**config.mk**
```make
export PLATFORM = sky130hd
export DESIGN_NAME = ram_responder
export DESIGN_NICKNAME = d
export VERILOG_FILES = /design/src/rtl/ram_responder.sv
export SDC_FILE = /design/constraint.sdc
export NUM_CORES = 1
export LEC_CHECK = 0
export CORE_MARGIN = 2
export CORE_UTILIZATION = 40
export CTS_BUF_LIST = sky130_fd_sc_hd__clkbuf_4 sky130_fd_sc_hd__clkbuf_8
export DETAILED_ROUTE_END_ITERATION = 10
export GPL_TIMING_DRIVEN = 0
export PLACE_DENSITY = 0.67
export SLEW_MARGIN = 40
export SYNTH_ARGS = -nofsm -noshare
export SYNTH_HDL_FRONTEND = slang
export SYNTH_SLANG_ARGS = --single-unit
```
**constraint.sdc**
```tcl
create_clock -name clk -period 2.86 [get_ports clk]
set_input_delay 0.572 -clock clk [delete_from_list [all_inputs] [get_ports clk]]
set_output_delay 0.572 -clock clk [all_outputs]
set_load 0.01 [all_outputs]
```
**src/rtl/ram_responder.sv**
```systemverilog
// NoC memory endpoint: accepts read/write requests into a RAM and returns one
// response per access through a small in-order response FIFO.
module ram_responder #(
    parameter int WIDTH        = 8,
    parameter int ADDR_WIDTH   = 4,
    parameter int N            = 16,
    parameter int N_ADDR_WIDTH = $clog2(N),
    parameter int NODE         = 0,
    parameter int FIFO_DEPTH   = 4,
    parameter int PACKED_IN    = WIDTH + ADDR_WIDTH + N_ADDR_WIDTH + 2,
    parameter int PACKED_OUT   = WIDTH + N_ADDR_WIDTH
) (
    input  logic                    clk,
    input  logic                    rst,
    input  logic [PACKED_IN-1:0]    i_packed_in,
    input  logic                    i_valid_in,
    output logic                    i_ready_out,
    output logic [PACKED_OUT-1:0]   o_packed_out,
    output logic [N_ADDR_WIDTH-1:0] o_dest_out,
    output logic                    o_valid_out,
    input  logic                    o_ready_in
);

    localparam int unsigned RAM_DEPTH = 2 ** ADDR_WIDTH;
    localparam int unsigned PW        = $clog2(FIFO_DEPTH);
    localparam int unsigned CW        = PW + 1;
    localparam logic [WIDTH-1:0]        ACK     = WIDTH'(1) << (WIDTH - 1);
    localparam logic [N_ADDR_WIDTH-1:0] NODE_ID = N_ADDR_WIDTH'(NODE % N);

    // Request fields, LSB first: src, read_en, write_en, addr, data
    logic [N_ADDR_WIDTH-1:0] w_src;
    logic                    w_re;
    logic                    w_we;
    logic [ADDR_WIDTH-1:0]   w_addr;
    logic [WIDTH-1:0]        w_data;

    assign w_src  = i_packed_in[N_ADDR_WIDTH-1:0];
    assign w_re   = i_packed_in[N_ADDR_WIDTH];
    assign w_we   = i_packed_in[N_ADDR_WIDTH+1];
    assign w_addr = i_packed_in[N_ADDR_WIDTH+2 +: ADDR_WIDTH];
    assign w_data = i_packed_in[N_ADDR_WIDTH+2+ADDR_WIDTH +: WIDTH];

    logic [WIDTH-1:0]        r_ram [RAM_DEPTH];

    logic                    r_s2_valid;
    logic [WIDTH-1:0]        r_s2_data;
    logic [N_ADDR_WIDTH-1:0] r_s2_dest;

    logic [WIDTH-1:0]        r_fifo_data [FIFO_DEPTH];
    logic [N_ADDR_WIDTH-1:0] r_fifo_dest [FIFO_DEPTH];
    logic [PW-1:0]           r_wr_ptr;
    logic [PW-1:0]           r_rd_ptr;
    logic [CW-1:0]           r_count;

    logic                    w_accept;
    logic                    w_access;
    logic                    w_push;
    logic                    w_pop;
    logic [CW-1:0]           w_occ;

    // Stage-2 occupancy is reserved up front so a push never meets a full FIFO
    assign w_occ       = r_count + CW'(r_s2_valid);
    assign i_ready_out = ~rst & (w_occ < CW'(FIFO_DEPTH));
    assign w_accept    = i_valid_in & i_ready_out;
    assign w_access    = w_accept & (w_we | w_re);

    assign o_valid_out = (r_count != '0);
    assign w_push      = r_s2_valid;
    assign w_pop       = o_valid_out & o_ready_in;

    // Stage 1: RAM access; the synchronous read sees a write from the previous edge
    always_ff @(posedge clk) begin
        if (w_accept && w_we) begin
            r_ram[w_addr] <= w_data;
        end
        if (w_access) begin
            r_s2_data <= w_we ? ACK : r_ram[w_addr];
            r_s2_dest <= w_src;
        end
        if (w_push) begin
            r_fifo_data[r_wr_ptr] <= r_s2_data;
            r_fifo_dest[r_wr_ptr] <= r_s2_dest;
        end
    end

    always_ff @(posedge clk) begin
        if (rst) begin
            r_s2_valid <= 1'b0;
            r_wr_ptr   <= '0;
            r_rd_ptr   <= '0;
            r_count    <= '0;
        end else begin
            r_s2_valid <= w_access;
            if (w_push) begin
                r_wr_ptr <= r_wr_ptr + PW'(1);
            end
            if (w_pop) begin
                r_rd_ptr <= r_rd_ptr + PW'(1);
            end
            case ({w_push, w_pop})
                2'b10:   r_count <= r_count + CW'(1);
                2'b01:   r_count <= r_count - CW'(1);
                default: r_count <= r_count;
            endcase
        end
    end

    always_comb begin
        o_packed_out = '0;
        o_dest_out   = '0;
        if (o_valid_out) begin
            o_packed_out = {r_fifo_data[r_rd_ptr], NODE_ID};
            o_dest_out   = r_fifo_dest[r_rd_ptr];
        end
    end

endmodule
```
==> metrics <==
via count 3,644; post-route cell area 0.00896 mm2; TritonCTS buffer count 17; WP data required 2290 ps; I/O Pins 40; number of synthesized flops with an enable pin 188; worst-path cell chain clkdlybuf4s50_1, clkbuf_1, a21oi_1, clkdlybuf4s50_1; max incr delay on CP 600 ps; DR WL met2 7090 um; Placed Instances 675; fill count 1,599; unrepaired setup endpoints after global routing no; DP HPWL 9230 um; Max Cap Viol 0; reg2reg start r_s2_valid; post-synthesis compound-gate area fraction 2.77%; global placement routability congestion 0.753; CP Depth 4; ranking of synthesized cells by area edfxtp_1 (73%), mux4_2 (11%), dfxtp_1 (2.6%); Fmax 0.358 GHz; # rows 50; P per Cell Area 657 mW/mm2; hold path depth 0; initial antenna violation count 0; async set or reset register ratio after synthesis 0%; Worst setup SP type input pin; nets 462; Core Region 0.0189 mm2; synthesized flop and latch total 198; Top FF cell, synth edfxtp_1; share of layout cells above drive strength 1 25.1%; clock transition at the registers of the reported paths 90 ps; largest net degree at the start of global routing 18; Yosys top cell by area edfxtp_1; TritonCTS Sinks 198; met3 routed WL 915 um; DRT antenna net count 0; worst reg-to-reg setup slack 330 ps; WL met1 6010 um; Max Root-Sink Buffers 2; CP Capture Type output port; Crit-path slowest cell clkdlybuf4s50_1; die width 143 um; largest family of logic cells by synthesized area multiplexers; setup bufs post-CTS 0; outcome complete, no violations; Adder-Cell Fraction of Synth Area 1.06%; Worst Path Buf+Inv 3; Worst slew margin 42.9%; Hold Path Class register to register; top routing layer in use met4; initial DRC count 300; # port buffers 32; CTS H-Tree Depth 4; Cell Area, Synth 0.00777 mm2; XOR/XNOR Fraction of Synth Area 0.563%; grt ovf 0; Hold Path Sink r_fifo_data[2][5]; Hold Fails Final Rpt 0; Mapped Avg Cell Area 20.6 um2; worst-skew pair later-pin latency 450 ps; Leak 2.85 nW; vias per std cell 5.15; Data arrival, critical path 2220 ps; CP Class input pin to output port; Max Slew Vio Count 0; min cycle time layout 2790 ps; Least-Margin Pin Slew 851 ps; Final WS setup 65.0 ps; cts hold-fix bufs 0; reg2reg path depth 4; Final setup viols 0; CTS tree done; initial core utilization 41.1%; vias in the first global route 3,829; area fraction of the dominant cell type after synthesis 72.6%; register area share after synthesis 75.2%; Layout Cells excl Fill 707; Area after DPL 0.00853 mm2; CTS root buf clkbuf_8; min-delay src r_s2_data[5]; gr usage total 14.9%; Mapped Cells 378; total negative setup slack 0 ps; Reg-to-Reg End r_ram[4][6]; Diodes inserted 0; crit-path leading delay family buffers and inverters; Routed WL 14,100 um; 1st-pass router iterations 6; Syn-to-layout area delta 15.3%; Total Die Area 0.0206 mm2; Cell variety after synth 43; Die Ht 143 um; dpl ws -154 ps; WL per Instance 20.0 um; mux contribution to synthesized area 13.4%; CP max FO 10; Worst VDD drop 0.349 mV; first-pass GRT wire length 22,000 um; skew final 14.6 ps; Final Cycle Share 97.7%; Residual DRC 0; area share of and/or/nand/nor cells after synthesis 4.41%; Yosys warnings 0; most common cell type on the critical path clkdlybuf4s50_1
kinds of logic after synthesis:
logic type	Yosys count
buffers and inverters	33
adder cells (fa/ha/maj)	6
XOR/XNOR	5
other	1
multiplexers	47
flip-flops	198
AO/OA/AOI/OAI	28
AND/OR/NAND/NOR	60
placed cells by master, fill, tap and decap left out, drive strengths merged, types with 3 or more instances in the layout:
master and instances:
a21oi 3, a22oi 13, and2 4, buf 20, clkbuf 25, clkdlybuf4s50 32
clkinv 3, clkinvlp 3, conb 4, dfxtp 10, edfxtp 188, ha 5
inv 15, mux2i 3, mux4 44, nand2 8, nor2 9, nor2b 13
nor3 14, xor2 4
flip-flops by register name (all words and copies together), names as in the netlist, named ones only:
signal	flops
r_wr_ptr	2
r_s2_valid	1
r_s2_data	8
r_fifo_data	32
r_s2_dest	4
r_fifo_dest	16
r_ram	128
r_count	3
r_rd_ptr	2
power breakdown:
group,internal [W],leakage (nW),switching (W)
registers,0.00325,1.78,0.0000512
logic,0.000462,0.886,0.000429
clock network,0.000733,0.183,0.000962
timing repair:
action                                  CTS  global route
hold endpoints to repair                  0             0
endpoints found under the setup margin   11             9
pin swaps                                 0             0
resized for setup                         6             3
stage by stage:
stage / total power, W / hold slack [ps] / util (%)
finish: 0.00589 / 500 / 47.5
global route: 0.00615 / 518 / 47.5
CTS: 0.00592 / 496 / 47.2
detailed placement: 0.00423 / 485 / 45.1
global placement: 0.00420 / 466 / 44.6
floorplan: 0.00386 / 459 / -
metal layers:
layer,track usage [%],vias to the layer above
met5,0,-
met2,24.9,116
li1,-,1646
met3,4.40,9
met1,19.3,1873
met4,3.61,0
worst reg2reg max path: cells and delay by family (launching register included):
family / cells / cell delay [ps]
DFF: 1 / 320
and+or+nand+nor: 2 / 1030
AOI/OAI and AO/OA: 1 / 620
buffers and inverters: 1 / 190
final cells by class:
type / count / area, um2 / share of cell area (%)
Buffer: 23 / 179 / 2.00
Tap cell: 260 / 325 / 3.63
Clock buffer: 20 / 256 / 2.86
Multi-Input combinational cell: 150 / 1860 / 20.8
Clock inverter: 12 / 120 / 1.34
Timing Repair Buffer: 34 / 335 / 3.74
Sequential cell: 198 / 5850 / 65.2
Inverter: 10 / 37.5 / 0.419
worst max path at each step:
stage / start / end / slack [ps]
final: rst / i_ready_out / 70
after global routing: rst / i_ready_out / 2
after CTS: register / o_packed_out[6] / 50
after detailed placement: i_packed_in[8] / r_ram[12][6] / -150
after global placement: i_valid_in / r_ram[9][4] / -410
after floorplan: i_packed_in[6] / r_ram[10][0] / 480
cell usage after synthesis (2+ instances only):
cell      count
xor2_1        4
edfxtp_1    188
and3_1        2
buf_4         5
a21oi_1       3
nor3b_2       2
nor2_1        9
ha_1          5
mux4_1        5
nor4_2        2
clkbuf_1      4
buf_2         7
mux4_2       39
nor3_1       14
buf_6         4
dfxtp_1      10
nand2_1       8
a211o_1       2
nor2b_1      13
o31ai_1       2
o211a_1       2
and2_1        4
inv_1        10
a22oi_1      13
mux2i_1       3
Power figures use the tool's default switching activity.
